`config.mk`:
```
export PLATFORM = sky130hd
export DESIGN_NAME = mphase_clock_gen_flat
export DESIGN_NICKNAME = d
export VERILOG_FILES = /design/src/rtl/mphase_clock_gen_if.sv /design/src/rtl/mphase_clock_gen.sv /design/src/flat_wrapper.sv
export SDC_FILE = /design/constraint.sdc
export NUM_CORES = 1
export LEC_CHECK = 0
export ABC_CLOCK_PERIOD_IN_PS = 2700
export BUFFER_PORTS_ARGS = -buffer_cell sky130_fd_sc_hd__buf_2
export CELL_PAD_IN_SITES_DETAIL_PLACEMENT = 0
export CELL_PAD_IN_SITES_GLOBAL_PLACEMENT = 1
export CORE_AREA = 2 2 58 60
export DETAILED_ROUTE_END_ITERATION = 10
export DIE_AREA = 0 0 60 62
export PLACE_DENSITY = 0.8
export RECOVER_POWER = 25
export SKIP_LAST_GASP = 1
export SLEW_MARGIN = 10
export SYNTH_ARGS = -nofsm -noshare
export SYNTH_HDL_FRONTEND = slang
export SYNTH_SLANG_ARGS = --single-unit
```
`constraint.sdc`:
```
create_clock -name CLK -period 2.7 [get_ports CLK]
set_input_delay 0.54 -clock CLK [delete_from_list [all_inputs] [get_ports CLK]]
set_output_delay 0.54 -clock CLK [all_outputs]
set_load 0.05 [all_outputs]
```
`src/rtl/mphase_clock_gen_if.sv`:
```
// Control and status bundle for the multi-phase clock generator.
// The slave side belongs to the generator; the master side drives RUN/PW/GAP.
interface mphase_clock_gen_if #(
  parameter int NPHASE = 2,
  parameter int CW     = 4
);
  logic              RUN;
  logic [CW-1:0]     PW;
  logic [CW-1:0]     GAP;
  logic [NPHASE-1:0] PH;
  logic              O_S;
  logic [2:0]        PIDX;
  logic              CYC_START;
  logic              HALTED;

  modport master (
    output RUN, PW, GAP,
    input  PH, O_S, PIDX, CYC_START, HALTED
  );

  modport slave (
    input  RUN, PW, GAP,
    output PH, O_S, PIDX, CYC_START, HALTED
  );
endinterface

```
`src/rtl/mphase_clock_gen.sv`:
```
// Non-overlapping multi-phase clock generator: NPHASE one-hot phases of
// width max(PW,1) separated by GAP dead cycles, PW/GAP latched at phase 0.
module mphase_clock_gen #(
  parameter int NPHASE = 2,
  parameter int CW     = 4
) (
  input  logic             CLK,
  input  logic             RST,
  mphase_clock_gen_if.slave bus
);

  typedef enum logic [1:0] {IDLE, HIGH, GAP} state_t;

  localparam logic [2:0]        LAST_IDX = 3'(NPHASE - 1);
  localparam logic [NPHASE-1:0] PH_ONE   = 1;
  localparam logic [CW-1:0]     CNT_ONE  = 1;

  state_t            stateReg, stateNext;
  logic [CW-1:0]     cntReg, cntNext;
  logic [CW-1:0]     pwLReg, pwLNext;
  logic [CW-1:0]     gapLReg, gapLNext;
  logic [2:0]        pidxReg, pidxNext;
  logic [NPHASE-1:0] phReg, phNext;
  logic              osReg, osNext;
  logic              cycStartReg, cycStartNext;
  logic              haltedReg, haltedNext;

  logic              phaseDone;
  logic              startPhase;
  logic [2:0]        startIdx;

  always_ff @(posedge CLK) begin
    if (RST) begin
      stateReg    <= IDLE;
      cntReg      <= '0;
      pwLReg      <= CNT_ONE;
      gapLReg     <= CNT_ONE;
      pidxReg     <= 3'd0;
      phReg       <= '0;
      osReg       <= 1'b1;
      cycStartReg <= 1'b0;
      haltedReg   <= 1'b1;
    end else begin
      stateReg    <= stateNext;
      cntReg      <= cntNext;
      pwLReg      <= pwLNext;
      gapLReg     <= gapLNext;
      pidxReg     <= pidxNext;
      phReg       <= phNext;
      osReg       <= osNext;
      cycStartReg <= cycStartNext;
      haltedReg   <= haltedNext;
    end
  end

  always_comb begin
    stateNext    = stateReg;
    cntNext      = cntReg;
    pwLNext      = pwLReg;
    gapLNext     = gapLReg;
    pidxNext     = pidxReg;
    phNext       = phReg;
    osNext       = osReg;
    cycStartNext = 1'b0;
    haltedNext   = haltedReg;
    phaseDone    = 1'b0;
    startPhase   = 1'b0;
    startIdx     = 3'd0;

    // Counters hold the number of cycles remaining including the current one.
    case (stateReg)
      IDLE: begin
        if (bus.RUN) startPhase = 1'b1;
      end
      HIGH: begin
        if (cntReg <= CNT_ONE) begin
          if (gapLReg != '0) begin
            stateNext = GAP;
            cntNext   = gapLReg;
            phNext    = '0;
          end else begin
            phaseDone = 1'b1;
          end
        end else begin
          cntNext = cntReg - CNT_ONE;
        end
      end
      GAP: begin
        if (cntReg <= CNT_ONE) phaseDone = 1'b1;
        else                   cntNext   = cntReg - CNT_ONE;
      end
      default: stateNext = IDLE;
    endcase

    // RUN only matters at the full-cycle boundary, so phases are never cut short.
    if (phaseDone) begin
      if (pidxReg != LAST_IDX) begin
        startPhase = 1'b1;
        startIdx   = pidxReg + 3'd1;
      end else if (bus.RUN) begin
        startPhase = 1'b1;
      end else begin
        stateNext  = IDLE;
        phNext     = '0;
        haltedNext = 1'b1;
        cntNext    = '0;
      end
    end

    if (startPhase) begin
      stateNext = HIGH;
      pidxNext  = startIdx;
      phNext    = PH_ONE << startIdx;
      osNext    = ~osReg;
      if (startIdx == 3'd0) begin
        pwLNext      = bus.PW;
        gapLNext     = bus.GAP;
        cntNext      = (bus.PW == '0) ? CNT_ONE : bus.PW;
        cycStartNext = 1'b1;
        haltedNext   = 1'b0;
      end else begin
        cntNext = (pwLReg == '0) ? CNT_ONE : pwLReg;
      end
    end
  end

  assign bus.PH        = phReg;
  assign bus.O_S       = osReg;
  assign bus.PIDX      = pidxReg;
  assign bus.CYC_START = cycStartReg;
  assign bus.HALTED    = haltedReg;

endmodule

```
`src/flat_wrapper.sv`:
```
// flat-port wrapper written by rule: the top's interface ports become plain ports
module mphase_clock_gen_flat 
#(
  parameter int NPHASE = 2,
  parameter int CW     = 4
)
  (CLK, RST, bus_RUN, bus_PW, bus_GAP, bus_PH, bus_O_S, bus_PIDX, bus_CYC_START, bus_HALTED);
  mphase_clock_gen_if #(.NPHASE(NPHASE), .CW(CW)) bus_i ();
  input  logic CLK;
  input  logic RST;
  input wire logic [$bits(bus_i.RUN)-1:0] bus_RUN;
  input wire logic [$bits(bus_i.PW)-1:0] bus_PW;
  input wire logic [$bits(bus_i.GAP)-1:0] bus_GAP;
  output wire logic [$bits(bus_i.PH)-1:0] bus_PH;
  output wire logic [$bits(bus_i.O_S)-1:0] bus_O_S;
  output wire logic [$bits(bus_i.PIDX)-1:0] bus_PIDX;
  output wire logic [$bits(bus_i.CYC_START)-1:0] bus_CYC_START;
  output wire logic [$bits(bus_i.HALTED)-1:0] bus_HALTED;
  assign bus_i.RUN = bus_RUN;
  assign bus_i.PW = bus_PW;
  assign bus_i.GAP = bus_GAP;
  assign bus_PH = bus_i.PH;
  assign bus_O_S = bus_i.O_S;
  assign bus_PIDX = bus_i.PIDX;
  assign bus_CYC_START = bus_i.CYC_START;
  assign bus_HALTED = bus_i.HALTED;
  mphase_clock_gen #(.NPHASE(NPHASE), .CW(CW)) u_core (.CLK(CLK), .RST(RST), .bus(bus_i));
endmodule
```
Word-level counts from Yosys, hierarchy flattened --
Index checks and enable logic that the tools add are counted.
Cells by class: add/subtract/negate cells 2, magnitude comparators 1, equality and inequality tests 3, shift-type cells 1, muxes and demuxes 42, bitwise gates (word level) 2, reduce and logical (&&, ||, !) cells 9
Operators with widths (count):
- $mux 4 | 10
- $mux 2 | 12
- $mux 1 | 15
- $logic_not 4->1 | 2
- $pmux 4 s2 | 1
- $mux 3 | 2
- $reduce_or 2->1 | 3
- $le 4x1->1 const B | 1
- $pmux 2 s2 | 1
- $reduce_bool 4->1 | 1
- $sub 4x1->4 const B | 1
- $add 3x1->3 const B | 1
- $logic_not 3->1 | 1
- $ne 3x1->1 const B | 1
- $shl 1x3->2 const A | 1
- $eq 2x1->1 const B | 1
- $eq 2x2->1 const B | 1
- $logic_not 2->1 | 1
- $not 1->1 | 2
- $pmux 1 s2 | 1
- $reduce_and 2->1 | 1
Word-level totals: register bits after elaboration 22, bits of input ports 11, word-level logic and storage cells 70

Longest topological paths before layout --
word-level depth 8, gate-level depth with buffers 8, depth with buffers taken out 7

Least setup slack after synthesis --
OpenSTA, ideal clock, no wires.
kind reg2reg, start register u_core.pidxReg[2] (netlist: u_core.bus.PIDX[2]), end register u_core.pwLReg[1], setup time 0.132 ns, arrival time 1.702 ns, required time 2.568 ns, setup slack 0.866 ns, cell stages (with the launch flop) 7, path buffers 1, cells stage by stage dfxtp_1 -> and2_1 -> o21ai_0 -> or3_1 -> buf_2 -> nand3_1 -> a21oi_1
On the way: longest elaborated chain between the ends 5, elaborated cells on any way between the ends 8, classes of those cells add/sub (1); eq/ne (1); mux (4); reduce/logical (2)
RTL lines:
- start: declaration | line mphase_clock_gen.sv:22 | logic [2:0] pidxReg, pidxNext;
- start signal: assignment | line mphase_clock_gen.sv:48 | pidxReg <= pidxNext;
- $add 3x1->3 / $ne 3x1->1 (equally long branches) | line mphase_clock_gen.sv:99, mphase_clock_gen.sv:97
- $mux 3 | line mphase_clock_gen.sv:97 | if (pidxReg != LAST_IDX) begin
- $mux 3 | line mphase_clock_gen.sv:96 | if (phaseDone) begin
- $logic_not 3->1 | line mphase_clock_gen.sv:115 | if (startIdx == 3'd0) begin
- $reduce_and 2->1 (no line) *
- end signal: assignment | line mphase_clock_gen.sv:46 | pwLReg <= pwLNext;
- end: declaration | line mphase_clock_gen.sv:20 | logic [CW-1:0] pwLReg, pwLNext;
Every way passes the cells marked *; elsewhere a longest branch is shown, timed or not. A chain may end at the register's enable or synchronous reset.

Worst setup path in the final report --
start register u_core.stateReg[1], end register u_core.osReg (netlist: u_core.bus.O_S)
On the way: longest elaborated chain between the ends 5, elaborated cells on any way between the ends 8, classes of those cells eq/ne (2); mux (5); reduce/logical (1)
RTL lines:
- start: declaration | line mphase_clock_gen.sv:18 | state_t stateReg, stateNext;
- start signal: assignment | line mphase_clock_gen.sv:44 | stateReg <= stateNext;
- $logic_not 2->1 | line mphase_clock_gen.sv:71 | case (stateReg)
- $mux 1 | line mphase_clock_gen.sv:71
- $mux 1 | line mphase_clock_gen.sv:100 | end else if (bus.RUN) begin
- $mux 1 | line mphase_clock_gen.sv:97
- $mux 1 * | line mphase_clock_gen.sv:96
- end signal: assignment | line mphase_clock_gen.sv:50 | osReg <= osNext;
- end: declaration | line mphase_clock_gen.sv:24 | logic osReg, osNext;
Marked as above.

==> flow_metrics.tcl <==
set metrics [dict create \
    grt_overflow 0 \
    worstSetupPathType "register to register" \
    dp_slack_ns 0.542 \
    dr.pass1.iters 4 \
    layout_min_cycle_time_ns 2.19 \
    power_leakage_nw 0.522 \
    cts_tree "done" \
    post-route-period-util_pct 81.0 \
    track_usage_pct 17.7 \
    crit_fanout 11 \
    maxCapViolCount 0 \
    required_ns 2.90 \
    synth-main-ff-cell "dfxtp_1" \
    setup_violations 0 \
    nets 194 \
    synthCells 159 \
    grt_pass1_wl_mm 4.95 \
    die_w_um 60 \
    ys_seq_elements 22 \
    setup_ws_ns 0.513 \
    grt_max_degree 20 \
    instances_no_fill 222 \
    cts_resized 0 \
    avgSynthCellArea_um2 8.09 \
    cts_buffers 3 \
    die_area_mm2 0.00372 \
    fin_worst_skew_ns 0.00136 \
    clk_pin_slew_worst_paths_ns 0.12 \
    final_cell_mix "dfxtp_1, nor2_1, nand3_1" \
    routed_wl_mm 3.01 \
    synthesis.nets 176 \
    worstMarginPinSlew_ns 0.603 \
    hold_violations 0 \
    post_cts.repair.setup_buffers 0 \
    clock_latency_ns 0.30 \
    worstPathArrival_ns 2.38 \
    syn_area_mm2 0.00129 \
    htree_levels 1 \
    yosysWarnings 0 \
    dp_cells 218 \
    num-fill-cells 334 \
    post-route-util_pct 45.3 \
    area_delta_synth_final_pct 12.1 \
    start_util_pct 40.5 \
    p_total_uw 855 \
    p_per_area_mw_per_mm2 593 \
    hp-class "primary input to register" \
    slew_headroom_pct 60.0 \
    critPathLaunch "u_core.stateReg[1]" \
    drt_iter0_drc 33 \
    wire_per_inst_um 13.6 \
    cp-start-kind "register" \
    ys_seq_area_share_pct 34.2 \
    gp_congestion 0.831 \
    reg2reg_from "u_core.stateReg[1]" \
    ctsHoldBuffers 0 \
    grt_antenna_before_repair 0 \
    layout-drive-gt1-share_pct 16.5 \
    dpl_cell_area_mm2 0.00141 \
    via_per_inst 5.53 \
    end_kind "register" \
    ys_async_sr_fraction_pct 0 \
    drc_errors 0 \
    hold_path.startpoint "bus_GAP[0]" \
    tns_ns 0 \
    regArea_um2 440 \
    ys_types 46 \
    vias 1227 \
    hold_ws_ns 0.457 \
    clockBufferDepth 2 \
    clock-sinks 22 \
    rsz0062_at_grt "false" \
    port_buffers 18 \
    rows 21 \
    dp_hpwl_mm 2.27 \
    cts_root_buffer "clkbuf_4" \
    final_common_cell "dfxtp_1" \
    status "finished clean" \
    vdd_drop_max_v 0.000321 \
    synth-edff-count 0 \
    n_antenna_cell 0 \
    drv_slew 0 \
    fp.dieH_um 62 \
    multiInputGateArea_um2 800 \
    grt_pass1_vias 1086 \
    finish.instance_area_mm2 0.00144 \
    core_area_mm2 0.00318 \
    postRouteAntennaNets 0 \
    fmax_mhz 457 \
    num_io_pins 19 \
]
-- worst paths after layout --
kind | end | slack, ns | cells after the start
max | u_core.bus.O_S | 0.51 | 6
max reg2reg | u_core.bus.O_S | 0.51 | 6
min | u_core.gapLReg[0] | 0.46 | 3
min reg2reg | u_core.bus.PH[0] | 0.47 | 2
-- critical path, cell delays in order (launching register included) --
cell and delay (ns):
dfxtp_1 0.42, inv_1 0.09, ha_1 0.46, nand3_1 0.30, nor3_2 0.56, or3_1 0.18
nand3_1 0.06
-- where the power goes --
part	leakage, nW	internal [mW]	switching, mW
Clock	0.0210	0.0822	0.0957
Sequential	0.181	0.356	0.0302
Combinational	0.320	0.102	0.188
-- flip-flops by register name (all words and copies together) (netlist names), 2 cells and up --
name and flops:
u_core.pwLReg 4, u_core.stateReg 2, u_core.cntReg 4, u_core.gapLReg 4
u_core.bus.PIDX 3, u_core.bus.PH 2
-- layout make-up --
| class | instances | area share (%) |
|---|---|---|
| clock buffers | 4 | 2.52 |
| inverters | 7 | 1.82 |
| multi-input cells | 125 | 55.5 |
| well taps | 46 | 3.99 |
| flip-flops and latches | 22 | 30.6 |
| repair buffers | 18 | 5.64 |
-- kinds of logic (layout without fill, tap and decap cells) --
kind of cell	after synthesis	count (layout)	synth area share, %
xor gates and xnor gates	1	1	0.681
adders and majority gates	6	6	5.84
muxes	1	1	0.778
and+or+nand+nor	62	62	27.3
buffers and inverters	12	29	3.60
DFF	22	22	34.2
AOI/OAI and AO/OA	55	55	27.5
-- per-layer routing --
metal / GRT usage, % / part of all wire (%) / vias to the layer above
li1: - / - / 629
met1: 24.1 / 49 / 571
met2: 29.0 / 47 / 25
met3: 1.86 / 2.8 / 2
met4: 6.35 / 0.66 / 0
met5: 0 / 0 / -
-- synthesized netlist by cell type, types with 2 or more instances --
cell | instances | area (um2)
dfxtp_1 | 22 | 440
nand3_1 | 13 | 65.1
a31oi_1 | 5 | 31.3
clkbuf_1 | 3 | 11.3
inv_1 | 7 | 26.3
o22ai_1 | 2 | 12.5
or2_2 | 2 | 12.5
a21oi_2 | 3 | 26.3
nand3b_1 | 2 | 15.0
o211ai_1 | 2 | 15.0
and2_1 | 2 | 12.5
a211o_1 | 2 | 17.5
or3_1 | 2 | 12.5
ha_1 | 6 | 75.1
o21ai_1 | 8 | 40.0
nand2_1 | 10 | 37.5
o21ai_0 | 10 | 50.1
nor3_1 | 5 | 25.0
a21oi_1 | 12 | 60.1
nor2_1 | 13 | 48.8
a211oi_1 | 2 | 15.0
a32oi_1 | 2 | 17.5
Note: power is estimated with default switching activity, not from simulation.
